**src/rtl/wt_cache_pkg.sv**
```systemverilog
// wt_cache_pkg: shared types and helpers for the write-through cache to L1.5 path.
//   - dcache_out_t / l15_reqtypes_t / l15_rtrntypes_t encodings
//   - l15_req_t: registered request packet (fields sized at the L1.5 defaults)
//   - swendian64, popcnt64, toSize64, first_byte_idx helpers
//   - arb_state_e: request arbiter FSM states
package wt_cache_pkg;

    localparam int L15_PADDR_W = 56;
    localparam int L15_TID_W   = 2;

    typedef enum logic [1:0] {
        DCACHE_STORE_REQ  = 2'd0,
        DCACHE_LOAD_REQ   = 2'd1,
        DCACHE_ATOMIC_REQ = 2'd2,
        DCACHE_INT_REQ    = 2'd3
    } dcache_out_t;

    typedef enum logic [4:0] {
        L15_LOAD_RQ   = 5'b00000,
        L15_STORE_RQ  = 5'b00001,
        L15_ATOMIC_RQ = 5'b00110,
        L15_INT_RQ    = 5'b01001,
        L15_IMISS_RQ  = 5'b10000
    } l15_reqtypes_t;

    typedef enum logic [3:0] {
        L15_LOAD_RET               = 4'b0000,
        L15_IFILL_RET              = 4'b0001,
        L15_EVICT_REQ              = 4'b0011,
        L15_ST_ACK                 = 4'b0100,
        L15_INT_RET                = 4'b0111,
        L15_ERR_RET                = 4'b1100,
        L15_CPX_RESTYPE_ATOMIC_RES = 4'b1110
    } l15_rtrntypes_t;

    typedef struct packed {
        l15_reqtypes_t           rqtype;
        logic [1:0]              size;
        logic [L15_PADDR_W-1:0]  address;
        logic [63:0]             data;
        logic [L15_TID_W-1:0]    threadid;
    } l15_req_t;

    typedef enum logic [1:0] {
        ARB_IDLE  = 2'd0,
        ARB_SEND  = 2'd1,
        ARB_SPLIT = 2'd2
    } arb_state_e;

    // L1.5 expects big-endian byte order on the data bus.
    function automatic logic [63:0] swendian64(input logic [63:0] val);
        logic [63:0] res;
        for (int i = 0; i < 8; i++) begin
            res[i*8 +: 8] = val[(7-i)*8 +: 8];
        end
        return res;
    endfunction

    function automatic logic [6:0] popcnt64(input logic [63:0] val);
        logic [6:0] cnt;
        cnt = '0;
        for (int i = 0; i < 64; i++) begin
            cnt = cnt + 7'(val[i]);
        end
        return cnt;
    endfunction

    // Only naturally aligned byte-enable patterns map to sizes above a byte.
    function automatic logic [1:0] toSize64(input logic [7:0] be);
        logic [1:0] size;
        case (be)
            8'b1111_1111:                     size = 2'b11;
            8'b0000_1111, 8'b1111_0000:       size = 2'b10;
            8'b1100_0000, 8'b0011_0000,
            8'b0000_1100, 8'b0000_0011:       size = 2'b01;
            default:                          size = 2'b00;
        endcase
        return size;
    endfunction

    function automatic logic [2:0] first_byte_idx(input logic [7:0] be);
        logic [2:0] idx;
        idx = '0;
        for (int i = 7; i >= 0; i--) begin
            if (be[i]) idx = 3'(i);
        end
        return idx;
    endfunction

endpackage

```
**src/rtl/wt_l15_req_arbiter_if.sv**
```systemverilog
// wt_l15_req_arbiter_if: L1.5 request channel.
//   master (arbiter): drives l15_val_o and the packet fields, samples l15_ack_i.
//   slave  (L1.5 adapter): samples the packet, drives l15_ack_i.
interface wt_l15_req_arbiter_if #(
    parameter int PADDR_W = 56,
    parameter int TID_W   = 2
);
    logic               l15_val_o;
    logic               l15_ack_i;
    logic [4:0]         l15_rqtype_o;
    logic [1:0]         l15_size_o;
    logic [PADDR_W-1:0] l15_address_o;
    logic [63:0]        l15_data_o;
    logic [TID_W-1:0]   l15_threadid_o;

    modport master (
        output l15_val_o, l15_rqtype_o, l15_size_o, l15_address_o,
               l15_data_o, l15_threadid_o,
        input  l15_ack_i
    );

    modport slave (
        input  l15_val_o, l15_rqtype_o, l15_size_o, l15_address_o,
               l15_data_o, l15_threadid_o,
        output l15_ack_i
    );
endinterface

```
**src/rtl/wt_l15_credit_cnt.sv**
```systemverilog
// wt_l15_credit_cnt: outstanding-transaction counter for one requester.
//   i_inc        one transaction issued (L1.5 ack)
//   i_dec        one transaction returned
//   o_cnt        in-flight count, saturates at MAX_OUT and at 0
//   o_underflow  return seen while nothing was in flight (combinational pulse)
module wt_l15_credit_cnt #(
    parameter int MAX_OUT = 4,
    parameter int CNT_W   = $clog2(MAX_OUT + 1)
) (
    input  logic             clk_i,
    input  logic             rst_ni,
    input  logic             i_inc,
    input  logic             i_dec,
    output logic [CNT_W-1:0] o_cnt,
    output logic             o_underflow
);

    logic [CNT_W-1:0] r_cnt;

    assign o_cnt       = r_cnt;
    assign o_underflow = i_dec && !i_inc && (r_cnt == '0);

    always_ff @(posedge clk_i or negedge rst_ni) begin
        if (!rst_ni) begin
            r_cnt <= '0;
        end else if (i_inc && !i_dec && (r_cnt != CNT_W'(MAX_OUT))) begin
            r_cnt <= r_cnt + 1'b1;
        end else if (i_dec && !i_inc && (r_cnt != '0)) begin
            r_cnt <= r_cnt - 1'b1;
        end
    end

endmodule

```
**src/rtl/wt_l15_req_arbiter.sv**
```systemverilog
// wt_l15_req_arbiter: round-robin share of the L1.5 request port between the
// icache (fill misses) and dcache (store/load/atomic/interrupt).
// Ports:
//   clk_i, rst_ni                       clock, async active-low reset
//   ic_req_*                            icache request (valid/ready/paddr)
//   dc_req_*                            dcache request (type/paddr/data/be/tid)
//   l15 (wt_l15_req_arbiter_if.master)  registered request toward L1.5
//   rtrn_val_i, rtrn_type_i             L1.5 return packet type
//   ic/dc_outstanding_o                 in-flight counts per requester
//   err_o                               sticky protocol error
// Build option: WT_ARB_STORE_SPLIT_EN splits sub-dword multi-byte stores into
// byte stores; without it such a store goes out as its lowest byte and flags err_o.
//
// state     | meaning
// ARB_IDLE  | waiting for an eligible requester; grant happens here
// ARB_SEND  | packet presented, waiting for l15_ack_i
// ARB_SPLIT | presenting the next byte of a split store
module wt_l15_req_arbiter
    import wt_cache_pkg::*;
#(
    parameter int PADDR_W = 56,
    parameter int TID_W   = 2,
    parameter int MAX_OUT = 4
) (
    input  logic                           clk_i,
    input  logic                           rst_ni,
    input  logic                           ic_req_valid_i,
    output logic                           ic_req_ready_o,
    input  logic [PADDR_W-1:0]             ic_req_paddr_i,
    input  logic                           dc_req_valid_i,
    output logic                           dc_req_ready_o,
    input  dcache_out_t                    dc_req_type_i,
    input  logic [PADDR_W-1:0]             dc_req_paddr_i,
    input  logic [63:0]                    dc_req_data_i,
    input  logic [7:0]                     dc_req_be_i,
    input  logic [TID_W-1:0]               dc_req_tid_i,
    wt_l15_req_arbiter_if.master           l15,
    input  logic                           rtrn_val_i,
    input  l15_rtrntypes_t                 rtrn_type_i,
    output logic [$clog2(MAX_OUT+1)-1:0]   ic_outstanding_o,
    output logic [$clog2(MAX_OUT+1)-1:0]   dc_outstanding_o,
    output logic                           err_o
);

    localparam int CNT_W = $clog2(MAX_OUT + 1);

    arb_state_e r_state;
    l15_req_t   r_pkt;
    logic       r_val;
    logic       r_rr_dc;     // 1: dcache wins a tie
    logic       r_owner_dc;
    logic       r_is_int;
    logic [7:0] r_mask;      // bytes still to send, current one included
    logic       r_err;
    logic       r_armed;     // keeps ready low until the first clock after reset

    logic [CNT_W-1:0] w_ic_cnt, w_dc_cnt;
    logic             w_ic_uflow, w_dc_uflow;
    logic             w_ic_inc, w_dc_inc, w_ic_dec, w_dc_dec;
    logic             w_ic_elig, w_dc_elig, w_idle;
    logic             w_grant_ic, w_grant_dc;
    logic             w_ack_ok, w_ack_bad, w_split_err;
    logic [1:0]       w_dc_size;
    logic [6:0]       w_dc_pop;
    logic             w_dc_multi;
    logic [7:0]       w_dc_split_mask, w_mask_next;
    l15_req_t         w_ic_pkt, w_dc_pkt;

    assign w_dc_size  = toSize64(dc_req_be_i);
    assign w_dc_pop   = popcnt64({56'd0, dc_req_be_i});
    assign w_dc_multi = (dc_req_type_i == DCACHE_STORE_REQ) && (w_dc_size == 2'b00)
                        && (w_dc_pop > 7'd1);

    assign w_ic_elig = ic_req_valid_i && (w_ic_cnt < CNT_W'(MAX_OUT));

`ifdef WT_ARB_STORE_SPLIT_EN
    // A split store needs credit for every byte up front.
    assign w_dc_elig = dc_req_valid_i &&
                       (w_dc_multi ? ((int'(w_dc_cnt) + int'(w_dc_pop)) <= MAX_OUT)
                                   : (w_dc_cnt < CNT_W'(MAX_OUT)));
    assign w_dc_split_mask = w_dc_multi ? dc_req_be_i : 8'h00;
    assign w_split_err     = 1'b0;
`else
    assign w_dc_elig       = dc_req_valid_i && (w_dc_cnt < CNT_W'(MAX_OUT));
    assign w_dc_split_mask = 8'h00;
    assign w_split_err     = w_grant_dc && w_dc_multi;
`endif

    assign w_idle     = (r_state == ARB_IDLE) && r_armed;
    assign w_grant_ic = w_idle && w_ic_elig && (!w_dc_elig || !r_rr_dc);
    assign w_grant_dc = w_idle && w_dc_elig && (!w_ic_elig || r_rr_dc);

    // Ready is the grant itself so the requester sees acceptance in the
    // cycle its payload is captured.
    assign ic_req_ready_o = w_grant_ic;
    assign dc_req_ready_o = w_grant_dc;

    assign w_ack_ok  = l15.l15_ack_i && (r_state != ARB_IDLE);
    assign w_ack_bad = l15.l15_ack_i && (r_state == ARB_IDLE);
    assign w_ic_inc  = w_ack_ok && !r_owner_dc;
    assign w_dc_inc  = w_ack_ok && r_owner_dc && !r_is_int;
    assign w_ic_dec  = rtrn_val_i && (rtrn_type_i == L15_IFILL_RET);
    assign w_dc_dec  = rtrn_val_i && ((rtrn_type_i == L15_LOAD_RET) ||
                                      (rtrn_type_i == L15_ST_ACK) ||
                                      (rtrn_type_i == L15_CPX_RESTYPE_ATOMIC_RES) ||
                                      (rtrn_type_i == L15_INT_RET));

    // Clearing the lowest set bit; an empty mask stays empty.
    assign w_mask_next = r_mask & (r_mask - 8'd1);

    always_comb begin
        w_ic_pkt         = '0;
        w_ic_pkt.rqtype  = L15_IMISS_RQ;
        w_ic_pkt.size    = 2'b11;
        w_ic_pkt.address = L15_PADDR_W'(ic_req_paddr_i);
    end

    always_comb begin
        w_dc_pkt          = '0;
        w_dc_pkt.address  = L15_PADDR_W'(dc_req_paddr_i);
        w_dc_pkt.data     = swendian64(dc_req_data_i);
        w_dc_pkt.threadid = L15_TID_W'(dc_req_tid_i);
        case (dc_req_type_i)
            DCACHE_STORE_REQ: begin
                w_dc_pkt.rqtype = L15_STORE_RQ;
                w_dc_pkt.size   = w_dc_size;
            end
            DCACHE_LOAD_REQ: begin
                w_dc_pkt.rqtype = L15_LOAD_RQ;
                w_dc_pkt.size   = 2'b11;
            end
            DCACHE_ATOMIC_REQ: begin
                w_dc_pkt.rqtype = L15_ATOMIC_RQ;
                w_dc_pkt.size   = w_dc_size;
            end
            default: begin
                w_dc_pkt.rqtype = L15_INT_RQ;
                w_dc_pkt.size   = 2'b00;
            end
        endcase
        if (w_dc_multi) begin
            w_dc_pkt.address[2:0] = first_byte_idx(dc_req_be_i);
        end
    end

    always_ff @(posedge clk_i or negedge rst_ni) begin
        if (!rst_ni) begin
            r_state    <= ARB_IDLE;
            r_pkt      <= '0;
            r_val      <= 1'b0;
            r_rr_dc    <= 1'b0;
            r_owner_dc <= 1'b0;
            r_is_int   <= 1'b0;
            r_mask     <= 8'h00;
            r_err      <= 1'b0;
            r_armed    <= 1'b0;
        end else begin
            r_armed <= 1'b1;
            if (w_ic_uflow || w_dc_uflow || w_ack_bad || w_split_err) begin
                r_err <= 1'b1;
            end
            case (r_state)
                ARB_IDLE: begin
                    if (w_grant_ic) begin
                        r_pkt      <= w_ic_pkt;
                        r_owner_dc <= 1'b0;
                        r_is_int   <= 1'b0;
                        r_mask     <= 8'h00;
                        r_rr_dc    <= 1'b1;
                        r_val      <= 1'b1;
                        r_state    <= ARB_SEND;
                    end else if (w_grant_dc) begin
                        r_pkt      <= w_dc_pkt;
                        r_owner_dc <= 1'b1;
                        r_is_int   <= (dc_req_type_i == DCACHE_INT_REQ);
                        r_mask     <= w_dc_split_mask;
                        r_rr_dc    <= 1'b0;
                        r_val      <= 1'b1;
                        r_state    <= ARB_SEND;
                    end
                end
                ARB_SEND, ARB_SPLIT: begin
                    if (l15.l15_ack_i) begin
                        r_mask <= w_mask_next;
                        if (w_mask_next != 8'h00) begin
                            r_pkt.address[2:0] <= first_byte_idx(w_mask_next);
                            r_state            <= ARB_SPLIT;
                        end else begin
                            r_val   <= 1'b0;
                            r_state <= ARB_IDLE;
                        end
                    end
                end
                default: begin
                    r_val   <= 1'b0;
                    r_state <= ARB_IDLE;
                end
            endcase
        end
    end

    wt_l15_credit_cnt #(.MAX_OUT(MAX_OUT), .CNT_W(CNT_W)) u_ic_cnt (
        .clk_i       (clk_i),
        .rst_ni      (rst_ni),
        .i_inc       (w_ic_inc),
        .i_dec       (w_ic_dec),
        .o_cnt       (w_ic_cnt),
        .o_underflow (w_ic_uflow)
    );

    wt_l15_credit_cnt #(.MAX_OUT(MAX_OUT), .CNT_W(CNT_W)) u_dc_cnt (
        .clk_i       (clk_i),
        .rst_ni      (rst_ni),
        .i_inc       (w_dc_inc),
        .i_dec       (w_dc_dec),
        .o_cnt       (w_dc_cnt),
        .o_underflow (w_dc_uflow)
    );

    assign l15.l15_val_o      = r_val;
    assign l15.l15_rqtype_o   = r_pkt.rqtype;
    assign l15.l15_size_o     = r_pkt.size;
    assign l15.l15_address_o  = PADDR_W'(r_pkt.address);
    assign l15.l15_data_o     = r_pkt.data;
    assign l15.l15_threadid_o = TID_W'(r_pkt.threadid);

    assign ic_outstanding_o = w_ic_cnt;
    assign dc_outstanding_o = w_dc_cnt;
    assign err_o            = r_err;

endmodule

```
**src/flat_wrapper.sv**
```systemverilog
// flat-port wrapper written by rule: the top's interface ports become plain ports
module wt_l15_req_arbiter_flat import wt_cache_pkg::*;
#(
    parameter int PADDR_W = 56,
    parameter int TID_W   = 2,
    parameter int MAX_OUT = 4
)
  (clk_i, rst_ni, ic_req_valid_i, ic_req_ready_o, ic_req_paddr_i, dc_req_valid_i, dc_req_ready_o, dc_req_type_i, dc_req_paddr_i, dc_req_data_i, dc_req_be_i, dc_req_tid_i, rtrn_val_i, rtrn_type_i, ic_outstanding_o, dc_outstanding_o, err_o, l15_l15_val_o, l15_l15_rqtype_o, l15_l15_size_o, l15_l15_address_o, l15_l15_data_o, l15_l15_threadid_o, l15_l15_ack_i);
  wt_l15_req_arbiter_if #(.PADDR_W(PADDR_W), .TID_W(TID_W)) l15_i ();
  input  logic clk_i;
  input  logic rst_ni;
  input  logic ic_req_valid_i;
  output logic ic_req_ready_o;
  input  logic [PADDR_W-1:0] ic_req_paddr_i;
  input  logic dc_req_valid_i;
  output logic dc_req_ready_o;
  input  dcache_out_t dc_req_type_i;
  input  logic [PADDR_W-1:0] dc_req_paddr_i;
  input  logic [63:0] dc_req_data_i;
  input  logic [7:0] dc_req_be_i;
  input  logic [TID_W-1:0] dc_req_tid_i;
  input  logic rtrn_val_i;
  input  l15_rtrntypes_t rtrn_type_i;
  output logic [$clog2(MAX_OUT+1)-1:0] ic_outstanding_o;
  output logic [$clog2(MAX_OUT+1)-1:0] dc_outstanding_o;
  output logic err_o;
  output wire logic [$bits(l15_i.l15_val_o)-1:0] l15_l15_val_o;
  output wire logic [$bits(l15_i.l15_rqtype_o)-1:0] l15_l15_rqtype_o;
  output wire logic [$bits(l15_i.l15_size_o)-1:0] l15_l15_size_o;
  output wire logic [$bits(l15_i.l15_address_o)-1:0] l15_l15_address_o;
  output wire logic [$bits(l15_i.l15_data_o)-1:0] l15_l15_data_o;
  output wire logic [$bits(l15_i.l15_threadid_o)-1:0] l15_l15_threadid_o;
  input wire logic [$bits(l15_i.l15_ack_i)-1:0] l15_l15_ack_i;
  assign l15_l15_val_o = l15_i.l15_val_o;
  assign l15_l15_rqtype_o = l15_i.l15_rqtype_o;
  assign l15_l15_size_o = l15_i.l15_size_o;
  assign l15_l15_address_o = l15_i.l15_address_o;
  assign l15_l15_data_o = l15_i.l15_data_o;
  assign l15_l15_threadid_o = l15_i.l15_threadid_o;
  assign l15_i.l15_ack_i = l15_l15_ack_i;
  wt_l15_req_arbiter #(.PADDR_W(PADDR_W), .TID_W(TID_W), .MAX_OUT(MAX_OUT)) u_core (.clk_i(clk_i), .rst_ni(rst_ni), .ic_req_valid_i(ic_req_valid_i), .ic_req_ready_o(ic_req_ready_o), .ic_req_paddr_i(ic_req_paddr_i), .dc_req_valid_i(dc_req_valid_i), .dc_req_ready_o(dc_req_ready_o), .dc_req_type_i(dc_req_type_i), .dc_req_paddr_i(dc_req_paddr_i), .dc_req_data_i(dc_req_data_i), .dc_req_be_i(dc_req_be_i), .dc_req_tid_i(dc_req_tid_i), .l15(l15_i), .rtrn_val_i(rtrn_val_i), .rtrn_type_i(rtrn_type_i), .ic_outstanding_o(ic_outstanding_o), .dc_outstanding_o(dc_outstanding_o), .err_o(err_o));
endmodule
```
**config.mk**
```make
export PLATFORM = sky130hd
export DESIGN_NAME = wt_l15_req_arbiter_flat
export DESIGN_NICKNAME = d
export VERILOG_FILES = /design/src/rtl/wt_cache_pkg.sv /design/src/rtl/wt_l15_req_arbiter_if.sv /design/src/rtl/wt_l15_credit_cnt.sv /design/src/rtl/wt_l15_req_arbiter.sv /design/src/flat_wrapper.sv
export SDC_FILE = /design/constraint.sdc
export NUM_CORES = 1
export LEC_CHECK = 0
export ABC_AREA = 1
export BUFFER_PORTS_ARGS = -buffer_cell sky130_fd_sc_hd__buf_2
export CAP_MARGIN = 20
export CORE_AREA = 3 3 131 133
export CTS_CLUSTER_DIAMETER = 200
export DETAILED_ROUTE_END_ITERATION = 10
export DIE_AREA = 0 0 134 136
export MAX_ROUTING_LAYER = met4
export PLACE_DENSITY = 0.69
export SETUP_SLACK_MARGIN = 0.4
export SLEW_MARGIN = 5
export SYNTH_ARGS = -nofsm -noshare
export SYNTH_HDL_FRONTEND = slang
export SYNTH_SLANG_ARGS = --single-unit
```
**constraint.sdc**
```tcl
create_clock -name clk_i -period 3.1 [get_ports clk_i]
set_input_delay 0.775 -clock clk_i [delete_from_list [all_inputs] [get_ports clk_i]]
set_output_delay 0.775 -clock clk_i [all_outputs]
set_load 0.01 [all_outputs]
```
# == Yosys cells after proc, flatten, opt, wreduce, memory -nomap -nowiden ==
# Cells that the tools add are included.
# op_classes
magnitude_cmp,3
addsub,12
n_eq_ne,22
bitwise_logic,1
mux,47
reduce_logical,66
# op_table
cell,count
$mux W129,2
$mux W3,23
$add A7 B1 Y7,6
$logic_and A1 B1 Y1,27
$eq A8 B8 Y1 const B,3
$mux W8,3
$pmux W6 S3,1
$eq A8 B4 Y1 const B,2
$pmux W8 S2,1
$reduce_bool A2 Y1,5
$logic_not A1 Y1,9
$mux W1,9
$and A8 B8 Y8,1
$eq A4 B3 Y1 const B,2
$eq A8 B2 Y1 const B,1
$eq A8 B6 Y1 const B,1
$logic_or A1 B1 Y1,8
$mux W2,4
$reduce_bool A8 Y1,1
$sub A8 B1 Y8 const B,1
$gt A7 B1 Y1 const B,1
$add A3 B1 Y3 const B,2
$eq A2 B2 Y1 const B,3
$logic_not A2 Y1,3
other kinds (22),32
# totals
register_bits,151
wordCells,167
inputBits,198

# == Longest topological paths before layout ==
# depth
word_depth,13
ltp_mapped,18
ltp_nobuf,18

# == Cells and area by module ==
# Synthesis repeated with hierarchy kept, for this count alone.
# unflattened
cells_unflattened,654
hier_area_um2,6200.9
# by_module_without_submodules
module,cells_per_inst,area_per_inst_um2,instances,seq_area_each_um2
wt_l15_req_arbiter,594,5740.5,1,3303.2
wt_l15_credit_cnt,30,230.2,2,75.1

# == Worst setup path before layout ==
# No wires, ideal clock.
# synth_timing
path_kind,input to register
from,input port dc_req_be_i[0]
to,"register u_core.r_pkt, in the netlist u_core.l15.l15_address_o[0]"
t_arrival_ns,3.573
slack_ns,-0.538
setup_ns,0.065
t_required_ns,3.035
stages,15
cell_sequence,inv_1 > ha_1 > inv_1 > fa_1 > fa_1 > fa_1 > fa_1 > o21a_1 > nand2_1 > nand2_1 > nor2_1 > nand2_1 > nand2_1 > nand3_1 > nand2_1
# synth_via
elab_chain_cells,13
elab_cells_between_ends,26
cone_classes,7 x add/sub; 1 x order compare; 7 x eq/ne; 6 x mux; 5 x reduce/logical
# synth_rtl
element,line_no,source
from (decl),flat_wrapper.sv:20,input logic [7:0] dc_req_be_i;
$add A1 B1 Y2,wt_cache_pkg.sv:63,cnt = cnt + 7'(val[i]);
$add A7 B1 Y7 (6 in series),wt_cache_pkg.sv:63,
$gt A7 B1 Y1,wt_l15_req_arbiter.sv:72,&& (w_dc_pop > 7'd1);
$logic_and A1 B1 Y1,wt_l15_req_arbiter.sv:72,
$mux W3 (*),wt_l15_req_arbiter.sv:141,if (w_dc_multi) begin
$mux W129 (*),wt_l15_req_arbiter.sv:172,end else if (w_grant_dc) begin
$mux W129 (*),wt_l15_req_arbiter.sv:164,if (w_grant_ic) begin
$pmux W3 S2 (*),wt_l15_req_arbiter.sv:162,case (r_state)
to (signal assigned),wt_l15_req_arbiter.sv:165,r_pkt <= w_ic_pkt;
to (signal assigned),wt_l15_req_arbiter.sv:173,r_pkt <= w_dc_pkt;
to (decl),wt_l15_req_arbiter.sv:48,l15_req_t r_pkt;
# Mark *: on every way between the ends. The rest lies on a longest branch, timed or not. The select of a mux whose other input is x is not followed.
# A chain may end at the register's enable or synchronous reset.

# == Worst setup path in the final report ==
# layout_timing
from,input port dc_req_be_i[1]
to,"register u_core.r_pkt, in the netlist u_core.l15.l15_address_o[1]"
# Same word-level chain as after synthesis.

==> impl_metrics.env <==
export IMPL_status="finished, violations left"
export IMPL_violations="negative setup slack"
export IMPL_drt_met1_wl_mm=7.60
export IMPL_port_buffer_count=336
export IMPL_initial_utilization=0.380
export IMPL_wl_met3_mm=1.66
export IMPL_ff2ff_setup_slack_ns=1.10
export IMPL_clock_sinks=138
export IMPL_slew_viol_final=0
export IMPL_synth_seq_area_share=0.570
export IMPL_core_area_mm2=0.0159
export IMPL_r2r_end="u_core.l15.l15_data_o[4]"
export IMPL_worst_pin_slew_ns=0.678
export IMPL_hpwl_mm=13.9
export IMPL_critPathCaptureType="flop"
export IMPL_cp_required_ns=3.45
export IMPL_fmax_mhz=303
export IMPL_cts_path_max_buffers=2
export IMPL_nNetsFinal=1177
export IMPL_antenna_found_initial=3
export IMPL_synth_top_family_by_area="simple AND/OR/NAND/NOR gates"
export IMPL_synthAdderAreaFrac=0.0343
export IMPL_rsz0062_at_grt="true"
export IMPL_root_buffer="clkbuf_16"
export IMPL_cts_hold_buf=0
export IMPL_clkPwrFrac=0.237
export IMPL_netSwitchingFraction=0.375
export IMPL_cp_start_kind="input port"
export IMPL_p_leak_nw=4.72
export IMPL_cp_buffers_inverters=3
export IMPL_synth_seq_cells=138
export IMPL_detailedPlace_worstSlack_ns=-0.738
export IMPL_grt_overflow_total=0
export IMPL_crit_arrival_ns=3.65
export IMPL_rows=46
export IMPL_die_area_mm2=0.0182
export IMPL_synth_fp_nets=841
export IMPL_cp_cell_sequence="buf_12, inv_12, ha_4, inv_2, fa_1, fa_1, fa_2, fa_2, o21a_1, nand2_1, nand2_2, nor2_4, nand2_2, nand2_1, nand3_1, nand2_1"
export IMPL_p_sw_mw=3.15
export IMPL_crit_type="input port to flop"
export IMPL_synthTopCellsByArea="dfrtp_1 (57%), nand2_1 (13%), a22o_1 (10%)"
export IMPL_slew_headroom=0.548
export IMPL_wl_met2_mm=9.53
export IMPL_gp_congestion=0.840
export IMPL_wirelength_mm=19.1
export IMPL_die_height_um=136
export IMPL_pwr_share_comb=0.392
export IMPL_slowest_stage="fa_1"
export IMPL_wl_per_cell_um=15.9
export IMPL_synthCells=630
export IMPL_fin_cells=1198
export IMPL_synth_warning_count=0
export IMPL_numCtsBuffers=17
export IMPL_layout_drive_gt1_share=0.410
export IMPL_fin_crit_sh=1.07
export IMPL_utilization=0.543
export IMPL_synth_xor_area_share=0.00434
export IMPL_r2r_start="u_core.u_ic_cnt.o_cnt[2]"
export IMPL_p_seq_frac=0.371
export IMPL_syn_cell_area_mm2=0.00606
export IMPL_synth_avg_cell_area_um2=9.62
export IMPL_hp_class="input port to asynchronous set/reset pin"
export IMPL_io_pins=337
export IMPL_synthSimpleGateAreaFrac=0.212
export IMPL_die_w_um=134
export IMPL_top_layer="met4"
export IMPL_synth_cell_types=24
export IMPL_r2r_cells=7
export IMPL_first_iter_violations=322
export IMPL_grtUsageTotal=0.212
export IMPL_synth_top_area_frac=0.570
export IMPL_drc_errors=0
export IMPL_cts_tree="done"
export IMPL_synth_compound_area_frac=0.119
export IMPL_setup_tns_ns=-0.700
export IMPL_ir_worst_vdd_uv=375
export IMPL_clk_latency_ns=0.41
export IMPL_placed_area_mm2=0.00802
export IMPL_grt_max_degree=126
export IMPL_power_density_mw_per_mm2=970
export IMPL_postRouteAntennaNets=0
export IMPL_grt_pass1_wl_mm=29.4
export IMPL_dp_cells=1161
export IMPL_vias_per_cell=4.75
export IMPL_clk_pin_slew_ns=0.06
export IMPL_cpMostUsedCell="nand2_1"
export IMPL_slowest_delay_ns=0.52
export IMPL_cp_max_fo=5
export IMPL_timing_final_ws_setup_ns=-0.206
export IMPL_dr_pass1_iters=5
export IMPL_fin_crit_ns=3.31
export IMPL_p_int_mw=5.25
export IMPL_total_power_mw=8.40
export IMPL_finalSetupViolations=4
export IMPL_grt_pass1_vias=5586
export IMPL_hold_slack_ns=0.324
export IMPL_final_cell_area_mm2=0.00866
export IMPL_cpLargestDelayFamily="adder cells"
export IMPL_maxCapViolCount=0
export IMPL_htreeDepth=4
export IMPL_synth_top_area_cell="dfrtp_1"
export IMPL_area_growth_pct=42.9
export IMPL_fin_skew_ns=0.00777
export IMPL_muxShareOfSynthArea=0
export IMPL_dr_total_vias=5686
export IMPL_finalHoldViolations=0
[power by group through the flow]
| stage | combinational [mW] | clock, mW | sequential [mW] |
|---|---|---|---|
| 6_report | 3.29 | 1.99 | 3.12 |
| 3_5_place_dp | 3.32 | 0 | 3.13 |
| 2_1_floorplan | 1.48 | 0 | 3.54 |
| 5_1_grt | 3.65 | 2.12 | 3.23 |
| 4_1_cts | 3.35 | 2.04 | 3.12 |
| 3_3_place_gp | 3.28 | 0 | 3.12 |
[logic make-up (layout without fill, tap and decap cells)]
| group | count (synthesis) | after routing |
|---|---|---|
| simple gates | 313 | 313 |
| fa+ha+maj | 13 | 13 |
| buf+inv | 75 | 424 |
| xor+xnor | 3 | 3 |
| compound gates | 87 | 87 |
| flops | 138 | 138 |
| other cells | 1 | 4 |
[flip-flops by register name, indices dropped and copies added (netlist names)]
| register | cells |
|---|---|
| u_core.err_o | 1 |
| u_core.l15.l15_address_o | 56 |
| u_core.l15.l15_data_o | 64 |
| u_core.l15.l15_rqtype_o | 3 |
| u_core.l15.l15_size_o | 2 |
| u_core.l15.l15_threadid_o | 2 |
| u_core.r_armed | 1 |
| u_core.r_is_int | 1 |
| u_core.r_owner_dc | 1 |
| u_core.r_state | 1 |
| u_core.u_dc_cnt.o_cnt | 3 |
| u_core.u_ic_cnt.o_cnt | 3 |
[layout by cell type (no fill, tap or decap), types with 2 or more instances in the layout]
cell type / synthesis / final
buf_2: 25 / 333
nand2_1: 215 / 213
dfrtp_1: 138 / 138
nand3_1: 72 / 72
a22o_1: 71 / 71
inv_1: 34 / 31
nor2_1: 18 / 17
clkbuf_16: 0 / 17
buf_4: 3 / 11
o21ai_0: 7 / 7
nand4_1: 6 / 6
ha_1: 7 / 6
inv_6: 0 / 6
buf_12: 0 / 6
a21oi_1: 5 / 5
inv_2: 5 / 4
fa_1: 6 / 4
diode_2: 0 / 3
inv_8: 0 / 3
nand2_2: 1 / 3
xor2_1: 3 / 3
clkinvlp_4: 0 / 3
inv_4: 0 / 2
o21a_1: 2 / 2
fa_2: 0 / 2
[timing repair]
action                                  in CTS  in global routing
buffers inserted                             1                  1
endpoints found under the setup margin       4                  4
resized for setup                           10                  0
pin swaps                                    6                  7
[layer usage]
layer,global-route usage,vias up
li1,-,2771
met1,0.263,2638
met2,0.336,254
met3,0.0659,23
met4,0.0623,0
met5,-,-
[worst reg2reg max path: cells and delay by family (launching register included)]
kind,cells,cell delay (ns)
DFF,1,0.42
and+or+nand+nor,2,0.25
buffers and inverters,3,0.51
AOI/OAI and AO/OA,2,0.74
[layout make-up]
cell class              count  area (µm²)
diodes                      3        7.51
clock buffers              17         425
clock inverters            15         158
fillers                  1506        7280
inverters                  40         175
multi-input cells         417        2270
flip-flops and latches    138        3450
well taps                 216         270
repair buffers            352        1900
[cells in the mapped netlist]
cell type	instances
buf_4	3
conb_1	1
buf_6	5
buf_2	25
fa_1	6
nor2_1	18
a22o_1	71
o21a_1	2
xor2_1	3
inv_1	34
clkbuf_1	2
nor3_1	1
nand2_2	1
o21ai_2	1
nand3_1	72
o21ai_0	7
nand4_1	6
dfrtp_1	138
clkinv_1	1
a21oi_4	1
ha_1	7
inv_2	5
a21oi_1	5
nand2_1	215
[worst max path at each step]
stage,start,end,slack (ns),cells after the start
6_report,dc_req_be_i[1],u_core.l15.l15_address_o[1],-0.21,16
5_1_grt,dc_req_be_i[1],u_core.l15.l15_address_o[2],-0.34,16
4_1_cts,dc_req_be_i[1],u_core.l15.l15_address_o[1],-0.22,16
3_5_place_dp,dc_req_be_i[1],u_core.l15.l15_address_o[2],-0.74,16
3_3_place_gp,dc_req_be_i[1],u_core.l15.l15_address_o[2],-0.66,16
2_1_floorplan,dc_req_be_i[1],u_core.l15.l15_address_o[0],-0.36,15
Note: power is estimated with default switching activity, not from simulation.
